[src/rtl/alu_result_skid_pkg.sv]
// Shared definitions for the ALU result output stage: default widths,
// op-tag encodings used by the ALU result mux, and the occupancy states
// of the two-entry skid buffer.
package alu_result_skid_pkg;

   localparam int ALU_WIDTH = 32;
   localparam int ALU_OPW   = 3;

   // Op tags carried alongside each ALU result
   typedef enum logic [ALU_OPW-1:0] {
      OP_AND = 3'd0,
      OP_OR  = 3'd1,
      OP_ADD = 3'd2,
      OP_SUB = 3'd3,
      OP_SLT = 3'd4,
      OP_NOR = 3'd5,
      OP_SRL = 3'd6,
      OP_XOR = 3'd7
   } alu_op_e;

   // Buffer state doubles as the occupancy count
   typedef enum logic [1:0] {
      OCC_EMPTY = 2'd0,
      OCC_ONE   = 2'd1,
      OCC_TWO   = 2'd2
   } occ_e;

endpackage

[src/rtl/alu_result_skid.sv]
// Registered ALU result stage with a 2-entry skid buffer and zero flag.
// Latency: push in cycle N is visible on out_* in cycle N+1 when empty.
// Backpressure: in_ready is a flop (low only when both entries are held),
// so out_ready never reaches in_ready combinationally.
module alu_result_skid
   import alu_result_skid_pkg::*;
#(
   parameter int WIDTH = ALU_WIDTH,
   parameter int OPW   = ALU_OPW
) (
   input  logic             clk,
   input  logic             rst_n,
   input  logic             flush,
   input  logic             in_valid,
   output logic             in_ready,
   input  logic [WIDTH-1:0] in_res,
   input  logic [OPW-1:0]   in_op,
   output logic             out_valid,
   input  logic             out_ready,
   output logic [WIDTH-1:0] out_res,
   output logic [OPW-1:0]   out_op,
   output logic             out_zero,
   output logic [1:0]       occupancy
);

   occ_e             state_q, state_d;
   logic             in_ready_q, in_ready_d;
   logic [WIDTH-1:0] head_res_q, head_res_d;
   logic [OPW-1:0]   head_op_q, head_op_d;
   logic             head_zero_q, head_zero_d;
   logic [WIDTH-1:0] skid_res_q, skid_res_d;
   logic [OPW-1:0]   skid_op_q, skid_op_d;
   logic             skid_zero_q, skid_zero_d;

   logic push, pop;
   logic load_head_in, load_head_skid, load_skid, clr_skid;
   logic in_zero;

   assign push    = in_valid & in_ready_q;
   assign pop     = (state_q != OCC_EMPTY) & out_ready;
   assign in_zero = ~|in_res;

   // State register: occupancy, registered ready, head and skid entries
   always_ff @(posedge clk or negedge rst_n) begin
      if (!rst_n) begin
         state_q     <= OCC_EMPTY;
         in_ready_q  <= 1'b1;
         head_res_q  <= '0;
         head_op_q   <= '0;
         head_zero_q <= 1'b1;
         skid_res_q  <= '0;
         skid_op_q   <= '0;
         skid_zero_q <= 1'b1;
      end else begin
         state_q     <= state_d;
         in_ready_q  <= in_ready_d;
         head_res_q  <= head_res_d;
         head_op_q   <= head_op_d;
         head_zero_q <= head_zero_d;
         skid_res_q  <= skid_res_d;
         skid_op_q   <= skid_op_d;
         skid_zero_q <= skid_zero_d;
      end
   end

   // Next-state: occupancy transitions and which entry gets loaded from where
   always_comb begin
      state_d        = state_q;
      load_head_in   = 1'b0;
      load_head_skid = 1'b0;
      load_skid      = 1'b0;
      clr_skid       = 1'b0;
      if (flush) begin
         // Flush wins over any push/pop in the same cycle
         state_d  = OCC_EMPTY;
         clr_skid = 1'b1;
      end else begin
         case (state_q)
            OCC_EMPTY: begin
               if (push) begin
                  state_d      = OCC_ONE;
                  load_head_in = 1'b1;
               end
            end
            OCC_ONE: begin
               if (push && !pop) begin
                  state_d   = OCC_TWO;
                  load_skid = 1'b1;
               end else if (push && pop) begin
                  load_head_in = 1'b1;
               end else if (pop) begin
                  state_d = OCC_EMPTY;
               end
            end
            OCC_TWO: begin
               // in_ready is low here, so push cannot occur
               if (pop) begin
                  state_d        = OCC_ONE;
                  load_head_skid = 1'b1;
               end
            end
            default: state_d = OCC_EMPTY;
         endcase
      end
   end

   // Datapath: entry updates; zero flag is taken from the value being written
   always_comb begin
      head_res_d  = head_res_q;
      head_op_d   = head_op_q;
      head_zero_d = head_zero_q;
      skid_res_d  = skid_res_q;
      skid_op_d   = skid_op_q;
      skid_zero_d = skid_zero_q;
      if (load_head_in) begin
         head_res_d  = in_res;
         head_op_d   = in_op;
         head_zero_d = in_zero;
      end else if (load_head_skid) begin
         head_res_d  = skid_res_q;
         head_op_d   = skid_op_q;
         head_zero_d = skid_zero_q;
      end
      if (clr_skid) begin
         skid_res_d  = '0;
         skid_op_d   = '0;
         skid_zero_d = 1'b1;
      end else if (load_skid) begin
         skid_res_d  = in_res;
         skid_op_d   = in_op;
         skid_zero_d = in_zero;
      end
      in_ready_d = (state_d != OCC_TWO);
   end

   // Outputs: everything driven straight from flops
   always_comb begin
      out_valid = (state_q != OCC_EMPTY);
      in_ready  = in_ready_q;
      out_res   = head_res_q;
      out_op    = head_op_q;
      out_zero  = head_zero_q;
      occupancy = state_q;
   end

endmodule

[config.mk]
export PLATFORM = sky130hd
export DESIGN_NAME = alu_result_skid
export DESIGN_NICKNAME = d
export VERILOG_FILES = /design/src/rtl/alu_result_skid_pkg.sv /design/src/rtl/alu_result_skid.sv
export SDC_FILE = /design/constraint.sdc
export NUM_CORES = 1
export LEC_CHECK = 0
export CORE_ASPECT_RATIO = 2
export CORE_MARGIN = 4
export CORE_UTILIZATION = 49
export CTS_CLUSTER_DIAMETER = 100
export CTS_CLUSTER_SIZE = 24
export DETAILED_ROUTE_END_ITERATION = 8
export MAX_ROUTING_LAYER = met4
export PLACE_DENSITY = 0.8
export SETUP_SLACK_MARGIN = 0.2
export SLEW_MARGIN = 0
export SYNTH_ARGS = -nofsm -noshare
export SYNTH_HDL_FRONTEND = slang
export SYNTH_SLANG_ARGS = --single-unit
[constraint.sdc]
create_clock -name clk -period 1.8 [get_ports clk]
set_input_delay 0.54 -clock clk [delete_from_list [all_inputs] [get_ports clk]]
set_output_delay 0.54 -clock clk [all_outputs]
set_load 0.005 [all_outputs]
==> flow_metrics.tcl, run 1 <==
set metrics [dict create \
    clock_sinks 75 \
    synth_nets 288 \
    synth_cell_type_count 29 \
    failed_stage "global routing" \
    endpoint_type "register data pin" \
    error "[ERROR GRT-0232] Routing congestion too high. Check the congestion heatmap in the GUI." \
    synth_ff_type "dfrtp_1" \
    dp_cells 454 \
    portBuffers 79 \
    ys_warn_count 0 \
    grt_repair_worst_endpoint "skid_res_q[6]$_DFFE_PN0P_/D" \
    synth-edff-count 0 \
    cts_hold_buf 0 \
    start_util_pct 50.0 \
    clockRootBuffer "clkbuf_16" \
    num_io_pins 80 \
    die_y_um 121 \
    synth_seq_cells 75 \
    synth_cells 248 \
    status "did not finish" \
    die_w_um 64.7 \
    synth.cell_area_um2 3160 \
    grt-ovfl-total 308 \
    grtUsageTotal_pct 89.4 \
    grt_max_degree 32 \
    async_flop_share_pct 100 \
    cts_made_buffers 9 \
    gp_congestion 0.794 \
    place_area_um2 4480 \
    yosysSeqAreaShare_pct 59.6 \
    antenna_found_initial 1 \
    core.rowCount 41 \
    clockBufferDepth 2 \
    htreeDepth 3 \
    postSynthAreaPerCell_um2 12.7 \
    dpl.hpwl_um 5900 \
]
==> logic make-up after synthesis <==
kind of cell | Yosys count | share of synthesized area (%)
AOI/OAI and AO/OA | 92 | 22.4
buffers and inverters | 19 | 3.93
and+or+nand+nor | 41 | 7.45
muxes | 20 | 6.38
xor gates and xnor gates | 1 | 0.278
DFF | 75 | 59.6
==> synth_stat cells (2+ instances only) <==
cell type   n  area share (%)
buf_6       4             1.4
nand2b_1    2            0.40
nor2_2      2            0.40
mux2i_1    19             6.0
buf_2       9             1.4
o21ai_1    19             3.0
o21ai_0     2            0.32
nor2_1      2            0.24
a21o_1     16             3.8
nand2_1    20             2.4
dfrtp_1    72              57
nand4_1     2            0.40
buf_4       3            0.71
dfstp_2     3             2.5
inv_1       2            0.24
nor4_1      8             1.6
a22o_1     51              14
==> stage by stage <==
step / util (%) / setup slack (ns)
CTS: 92.4 / 0.00117
detailed placement: 71.0 / -0.354
global placement: 71.0 / -0.354
floorplan: - / 0.200
==> routing by layer <==
metal / GRT overflow / GRT usage [%]
met1: 3 / 82.7
met3: 3 / 68.4
met2: 199 / 107
met4: 103 / 98.5
met5: - / -
==> timing repair <==
item	CTS
gates cloned	15
pin swaps	66
resized for setup	167
setup endpoints to repair	112
endpoints found under the hold margin	0
buffers inserted	36
==> inputs of run 2 (changes only) <==
Settings changed: CORE_ASPECT_RATIO 2 to not set, CORE_UTILIZATION 49 to 40, CTS_CLUSTER_DIAMETER 100 to not set, CTS_CLUSTER_SIZE 24 to not set, MAX_ROUTING_LAYER met4 to not set, PLACE_DENSITY 0.8 to not set, PLACE_DENSITY_LB_ADDON set to 0.15, SETUP_SLACK_MARGIN 0.2 to not set.
==> run 2 against run 1 <==
- the flow now finishes without violations
- synthesized cell count unchanged
- synthesized area unchanged
==> flow_metrics.tcl, run 2 <==
set metrics [dict create \
    clockRootBuffer "clkbuf_8" \
    die_area_um2 9370 \
    cp_data_required_time_ns 1.26 \
    wire_per_inst_um 16.6 \
    maxCapViolations 0 \
    postRouteAntennaNets 0 \
    drv_slew 0 \
    gp_congestion 0.816 \
    die_y_um 96.8 \
    cts_made_buffers 9 \
    power.total_mw 4.31 \
    max_freq_ghz 0.569 \
    p_int_mw 3.21 \
    synth_cells 248 \
    tightest_slew_ns 0.460 \
    antenna_found_initial 0 \
    criticalPathCategory "reg -> out" \
    final_nets 427 \
    cp_data_arrival_time_ns 1.22 \
    dp_cells 470 \
    end_kind "output pin" \
    diodes 0 \
    finalHoldViolCount 0 \
    grt_pass1_wl_um 13500 \
    fin_crit_ns 1.76 \
    cts_tree "done" \
    postSynthAreaPerCell_um2 12.7 \
    crit_chain "clkdlybuf4s50_1" \
    start_util_pct 41.0 \
    netlist.top_cell.by_area "dfrtp_1" \
    layout_common_cells "72 x dfrtp_1, 61 x clkdlybuf4s50_1, 54 x buf_4" \
    mostFrequentLayoutCell "dfrtp_1" \
    grt.busiest_layer "met2" \
    ys_warn_count 0 \
    worstPathMaxFanout 2 \
    fin_crit_sh_pct 97.7 \
    drt_first_pass_iters 5 \
    whs_ns 0.0911 \
    drtIter0Drc 135 \
    synth.cell_area_um2 3160 \
    cp_top_family "buffers and inverters" \
    synthTopCellsByArea "dfrtp_1 57%, a22o_1 14%, mux2i_1 6.0%" \
    htreeDepth 3 \
    power_density_nw_per_um2 887 \
    synth_cell_type_count 29 \
    tns_ns 0 \
    p_sw_share_pct 25.4 \
    synthToLayoutAreaGrowth_pct 53.8 \
    synth_ff_type "dfrtp_1" \
    drive_gt1_share_pct 24.7 \
    num_io_pins 80 \
    clk_latency_ns 0.34 \
    die_w_um 96.8 \
    core.rowCount 32 \
    clk_pin_slew_ns 0.08 \
    crit_buf_inv 1 \
    cpPeakStageDelay_ns 0.53 \
    yosysSeqAreaShare_pct 59.6 \
    layout.cells.non_filler 494 \
    vias 2577 \
    drt-total-wl_um 8190 \
    grt-ovfl-total 0 \
    grt_max_degree 31 \
    grt_pass1_vias 2679 \
    dpl.hpwl_um 5840 \
    worst_hold_path_type "in -> async" \
    maxSlewHeadroom_pct 69.0 \
    async_flop_share_pct 100 \
    power_frac_clock_pct 33.9 \
    grt_use_met2_pct 27.4 \
    grtUsageTotal_pct 17.6 \
    drc 0 \
    grt_use_met3_pct 3.82 \
    clockBufferDepth 2 \
    clock_sinks 75 \
    switching_power_mw 1.09 \
    report.final.setup_viol 0 \
    core_region_area_um2 7690 \
    ir_drop_mv 0.428 \
    synth_seq_cells 75 \
    yosysMostFrequentCell "dfrtp_1" \
    status "finished, final reports clean" \
    cp_slowest_cell "clkdlybuf4s50_1" \
    startpoint_type "register" \
    synth-edff-count 0 \
    synth_nets 288 \
    via_per_inst 5.22 \
    clock_skew_ns 0.00803 \
    p_comb_share_pct 20.7 \
    fill_cells 647 \
    p_leak_nw 2.35 \
    gr-usage-met1_pct 24.6 \
    portBuffers 79 \
    seq_power_share_pct 45.3 \
    synthTopCellsByCount "72 x dfrtp_1, 51 x a22o_1, 20 x nand2_1" \
    synth.top_cell.area_share_pct 57.1 \
]
run 2: routing by layer:
metal,part of all wire [%],routed length (um)
met5,0,0
met4,0.77,63
met3,5.0,409
met2,47,3820
met1,48,3900
run 2: area by class of cell:
| cell class | instances | area [um^2] | area share [%] |
|---|---|---|---|
| multi-input cells | 154 | 1180 | 24.3 |
| well taps | 102 | 128 | 2.63 |
| flip-flops and latches | 75 | 1880 | 38.7 |
| clock inverters | 7 | 100 | 2.06 |
| clock buffers | 9 | 124 | 2.55 |
| inverters | 2 | 7.51 | 0.155 |
| repair buffers | 145 | 1430 | 29.5 |
run 2: worst paths after layout:
path / from / endpoint / slack [ns] / cells after the start
max in group asynchronous: rst_n / skid_res_q[27]$_DFFE_PN0P_ / 1.25 / 2
setup / recovery: out_res[31]$_DFFE_PN0P_ / out_res[31] / 0.04 / 1
min in group clk: out_res[16]$_DFFE_PN0P_ / out_res[16]$_DFFE_PN0P_ / 0.48 / 1
setup reg to reg: occupancy[0]$_DFF_PN0_ / out_zero$_DFFE_PN1P_ / 0.11 / 7
hold reg to reg: out_res[16]$_DFFE_PN0P_ / out_res[16]$_DFFE_PN0P_ / 0.48 / 1
hold / removal: rst_n / out_res[19]$_DFFE_PN0P_ / 0.09 / 1
run 2: power by group through the flow:
stage | Clock, mW | Combinational, mW | Sequential, mW
floorplan | 0 | 0.255 | 1.98
global placement | 0 | 0.869 | 1.99
detailed placement | 0 | 0.886 | 1.99
CTS | 1.49 | 0.881 | 1.96
global route | 1.57 | 0.974 | 1.97
finish | 1.46 | 0.893 | 1.95
run 2: timing repair:
action                                  CTS  global route
endpoints found under the setup margin    9            49
gates resized for setup                   9            18
pin swaps                                 0             3
setup buffers                             1             8
hold buffers                              0             0
run 2: stage by stage:
stage               util (%)  area [um^2]  worst slack [ns]
floorplan                  -         3160             0.132
detailed placement      58.8         4520            -0.393
CTS                     61.8         4750          -0.00755
global placement        58.8         4520            -0.326
global route            63.1         4850           -0.0121
finish                  63.1         4850            0.0415
run 2: cells by family after synthesis:
| kind of cell | share of synthesized area [%] |
|---|---|
| AO/OA/AOI/OAI | 22.4 |
| flip-flops | 59.6 |
| AND/OR/NAND/NOR | 7.45 |
| multiplexers | 6.38 |
| buffers and inverters | 3.93 |
| XOR/XNOR | 0.278 |
No activity file was read; power rests on OpenSTA's default activity.
==> inputs of run 3 (changes only) <==
Settings changed: GPL_TIMING_DRIVEN set to 1, PLACE_DENSITY set to 0.74, PLACE_DENSITY_LB_ADDON 0.15 to not set.
==> run 3 against run 2 <==
- the run now ends with setup timing left
- clock-buffer cell count increased by 1
- sequential cell count is the same
- combinational power shrank 2.4%
- clock skew increased by 0.0043 ns
- highest routed layer unchanged
- largest cell class unchanged
- global-route usage is 0.50 points higher
- worst setup slack lost 0.059 ns
- via count is 1.3% higher
- utilization shrank 0.44 points
- fmax is 3.2% lower
==> flow_metrics.tcl, run 3 (synthesis gave the netlist of run 2 again) <==
set metrics [dict create \
    status "complete, but fails checks" \
    violations "setup timing" \
    p_leak_nw 2.37 \
    startpoint_type "primary input" \
    regArea_um2 1880 \
    layout.cells.non_filler 494 \
    portBuffers 79 \
    timing.critical_path.from "out_ready" \
    vias 2610 \
    criticalPathCategory "in -> reg" \
    power_density_nw_per_um2 939 \
    die_w_um 96.8 \
    start_util_pct 41.0 \
    worst_hold_path_type "in -> async" \
    core_region_area_um2 7690 \
    finalWorstSetupSlack_ns -0.0170 \
    gr-usage-met1_pct 25.8 \
    via_per_inst 5.28 \
    drt_first_pass_iters 5 \
    fin_crit_sh_pct 101 \
    gp_congestion 0.825 \
    clock_sinks 75 \
    die_area_um2 9370 \
    tightest_slew_ns 0.351 \
    r2r_cells 6 \
    worstSetupEndpoint "out_zero$_DFFE_PN1P_" \
    fin_crit_ns 1.82 \
    grt_use_met2_pct 27.9 \
    htreeDepth 3 \
    die_y_um 96.8 \
    dp_cells 472 \
    diodes 0 \
    maxCapViolations 0 \
    clockRootBuffer "clkbuf_8" \
    end_kind "register" \
    clk_latency_ns 0.34 \
    rsz0062_at_grt "true" \
    grt_pass1_vias 2712 \
    r2r_slack_ns 0 \
    final_nets 428 \
    clockBufferDepth 2 \
    clk_pin_slew_ns 0.08 \
    num_io_pins 80 \
    fill_cells 608 \
    drc 0 \
    max_freq_ghz 0.550 \
    drt-total-wl_um 8400 \
    grtUsageTotal_pct 18.1 \
    synthToLayoutAreaGrowth_pct 52.7 \
    layout_common_cells "72 x dfrtp_1, 61 x clkdlybuf4s50_1, 59 x buf_4" \
    grt.busiest_layer "met2" \
    report.final.setup_viol 1 \
    maxSlewHeadroom_pct 76.4 \
    worstPathMaxFanout 4 \
    wire_per_inst_um 17.0 \
    mostFrequentLayoutCell "dfrtp_1" \
    drive_gt1_share_pct 24.5 \
    core.rowCount 32 \
    postRouteAntennaNets 0 \
    drv_slew 0 \
    finalHoldViolCount 0 \
    cts_tree "done" \
    r2r-end "out_zero$_DFFE_PN1P_" \
    cts_made_buffers 9 \
    grt-ovfl-total 0 \
    grt_pass1_wl_um 13800 \
    pre_cts_slack_ns -0.459 \
    antenna_found_initial 0 \
    multiInputGateArea_um2 1170 \
    cp_data_required_time_ns 2.07 \
    drtIter0Drc 184 \
    dpl.hpwl_um 6070 \
    cp_data_arrival_time_ns 2.09 \
    grt_use_met3_pct 4.25 \
    ir_drop_mv 0.389 \
    regToRegStartpoint "occupancy[0]$_DFF_PN0_" \
    clock_skew_ns 0.0124 \
    grt_max_degree 44 \
]
==> run 3: final cells by class <==
class / count / area share (%)
timing repair buffer: 146 / 28.4
clock inverter: 5 / 2.60
clock buffer: 10 / 2.86
sequential: 75 / 39.0
tap: 102 / 2.65
multi-input combinational: 154 / 24.4
inverter: 2 / 0.156
==> run 3: repair_timing <==
item,4_1_cts,5_1_grt
setup endpoints to repair,35,40
setup buffers,1,6
gates resized for setup,10,20
pin swaps,0,1
hold buffers,0,0
==> run 3: where the power goes <==
group / total, mW / switching (mW) / internal, mW
clock network: 1.70 / 0.607 / 1.09
registers: 1.96 / 0.103 / 1.86
logic: 0.872 / 0.327 / 0.545
total: 4.53 / 1.04 / 3.49
==> run 3: worst min-delay path by stage <==
| stage | to | slack (ns) | depth (start not counted) |
|---|---|---|---|
| final | skid_res_q[4]$_DFFE_PN0P_ | 0.09 | 1 |
| after floorplan | occupancy[0]$_DFF_PN0_ | 0.24 | 0 |
| after CTS | skid_res_q[31]$_DFFE_PN0P_ | 0.09 | 1 |
| after global routing | skid_res_q[31]$_DFFE_PN0P_ | 0.10 | 1 |
| after global placement | skid_res_q[3]$_DFFE_PN0P_ | 0.46 | 1 |
| after detailed placement | out_res[6]$_DFFE_PN0P_ | 0.46 | 1 |
==> run 3: critical path: stages <==
cell and delay (ns):
clkdlybuf4s50_1 0.52, inv_1 0.10, nor3_4 0.27, buf_4 0.18, mux2_1 0.32, o21a_1 0.17
==> run 3: metal layers <==
layer  wire (um)  part of all wire, %
met5           0                    0
met4          96                  1.1
met3         418                  5.0
met2        3910                   47
met1        3980                   47
==> run 3: per-stage QoR <==
step	cell area (um^2)	hold slack (ns)	setup TNS [ns]	power [mW]	utilization (%)
final	4820	0.0887	-0.0170	4.53	62.7
after detailed placement	4450	0.464	-21.96	2.86	57.9
after CTS	4720	0.0890	0	4.54	61.4
after floorplan	3160	0.244	0	2.24	-
after global routing	4820	0.101	-0.100	4.71	62.7
after global placement	4450	0.461	-18.09	2.84	57.9
==> edit: new RTL, config.mk and constraints of run 3 <==
Change the package constant `ALU_WIDTH` from 32 to 48.
--- a/src/rtl/alu_result_skid_pkg.sv
+++ b/src/rtl/alu_result_skid_pkg.sv
@@ -3,7 +3,7 @@
 // of the two-entry skid buffer.
 package alu_result_skid_pkg;
 
-   localparam int ALU_WIDTH = 32;
+   localparam int ALU_WIDTH = 48;
    localparam int ALU_OPW   = 3;
 
    // Op tags carried alongside each ALU result
Interface: changed (resized in_res and out_res); port bits go from 80 to 112. No check against the original RTL was run, so the function may have changed too.
==> edit against run 3 <==
Area after synthesis up 43%. Power grew 33%. Design area grew 41%. Setup slack better by 47 ps. Sequential cell count up 32. Combinational power up 40%. Utilization shrank 0.60 points. Count of clock-buffer cells in the layout unchanged. Wire length grew 43%. Largest power group unchanged. Highest routed layer unchanged.
==> edit: results (changes against run 3) <==
| Metric | Value |
|---|---|
| Gr usage total | `18.67% (+0.55 points)` |
| Layout Nets | `608 (+42%)` |
| Share of cells above drive strength 1 | `21.18% (-3.3 points)` |
| DP Wirelength | `8431 um (+39%)` |
| Vias in the first global route | `3834 (+41%)` |
| RR Endpoint | `out_res[40]` |
| IO Port Bufs | `111 (+41%)` |
| 1st-iter DRT viols | `212 (+15%)` |
| Inst Count DP | `673 (+43%)` |
| Hold_ws | `184.8 ps (+96.07 ps)` |
| Slew @ Worst Pin | `327.0 ps (-24.41 ps)` |
| Top cells by count, synth | `dfrtp_1 (104), nand2_1 (52), a22o_1 (51)` |
| Fillers | `886 (+46%)` |
| Status | `completed` |
| Met2 Use GR | `28.84% (+0.98 points)` |
| Register area share after synthesis | `59.38% (-0.22 points)` |
| Synth cell types | `30 (+3.4%)` |
| Met1 GRT Util | `26.13% (+0.35 points)` |
| Worst vdd ir | `0.4892 mV (+26%)` |
| Met3 Use GR | `5.074% (+0.82 points)` |
| Non-Filler Instances | `697 (+41%)` |
| Drt total wl | `11980 um (+43%)` |
| Largest net degree at the start of global routing | `57 (+30%)` |
| First-pass GRT wire length | `19400 um (+40%)` |
| Routability cong. | `0.8588 (+4.1%)` |
| Worst Skew | `4.977 ps (-7.397 ps)` |
| Internal Pwr Total | `4.474 mW (+28%)` |
| Worst-path fanout max | `2 (-2)` |
| Post-Syn Nets | `434 (+51%)` |
| Root buffer cell | `clkbuf_16` |
| Synth area leaders | `dfrtp_1 (58%), mux2i_1 (11%), a22o_1 (9.9%)` |
| Synth Instances | `378 (+52%)` |
| R2R Setup Slk | `160 ps (+160 ps)` |
## edit: cell types whose count changed after synthesis, sizes merged, moves of 2 or more
cell / change
and3b: +2
nand4: +2
nand3b: +2
a22oi: +2
o21ai: +29
nand2: +32
mux2i: +30
dfrtp: +32
buf: +7
nor4: +4
clkbuf: +4
a21o: -16
## edit: timing repair
item | in CTS | in global routing
setup buffers | 2 | 6
endpoints found under the setup margin | 9 | 50
gates resized for setup | 13 | 36
hold buffers | 0 | 0
cloned | 0 | 0
pin swaps | 0 | 10
## edit: final cells by class
| class | instances | area (um2) | area share [%] |
|---|---|---|---|
| flip-flops and latches | 107 | 2681 | 39.49 |
| repair buffers | 191 | 1864 | 27.46 |
| clock inverters | 6 | 73.82 | 1.087 |
| well taps | 140 | 175.2 | 2.580 |
| clock buffers | 10 | 229.0 | 3.372 |
| inverters | 2 | 7.507 | 0.1106 |
| multi-input cells | 241 | 1759 | 25.91 |
## edit: cell families (layout without fill, tap and decap cells)
kind of cell | count (synthesis) | count (layout) | synth area share, %
simple gates | 84 | 84 | 8.784
compound gates | 105 | 105 | 16.18
mux | 51 | 51 | 11.44
buf+inv | 30 | 209 | 4.018
flops | 107 | 107 | 59.38
xor+xnor | 1 | 1 | 0.1940
## edit: worst max-delay path by stage
stage,to,start,depth (start not counted),slack [ps]
floorplan,out_zero,flush,5,140
global route,skid_zero_q,in_res[21],6,-30
detailed placement,out_zero,in_res[39],6,-530
global placement,out_zero,in_res[39],6,-580
CTS,out_res[18],out_res[18],1,3
finish,out_res[44],out_res[44],1,30
## edit: power by group through the flow
stage               Sequential, mW  Clock (mW)  Combinational, mW
floorplan                     2.82           0              0.342
global placement              2.83           0               1.18
detailed placement            2.83           0               1.21
CTS                           2.79        2.05               1.21
global route                  2.81        2.15               1.33
finish                        2.79        2.00               1.22
## edit: metrics by stage
stage	instance area [um2]	util (%)	worst slack (ps)	total power [mW]	TNS [ps]
floorplan	4516	-	135.8	3.164	0
global placement	6287	57.49	-577.5	4.004	-21310
detailed placement	6287	57.49	-525.9	4.041	-24110
CTS	6630	60.63	3.305	6.055	0
global route	6790	62.09	-31.97	6.296	-39.62
finish	6790	62.09	30.26	6.005	0
## edit: per-layer routing
layer	up-vias	part of all wire, %
met5	-	0
met4	0	1.3
met3	13	5.0
met2	94	48
met1	1771	45
li1	1726	-
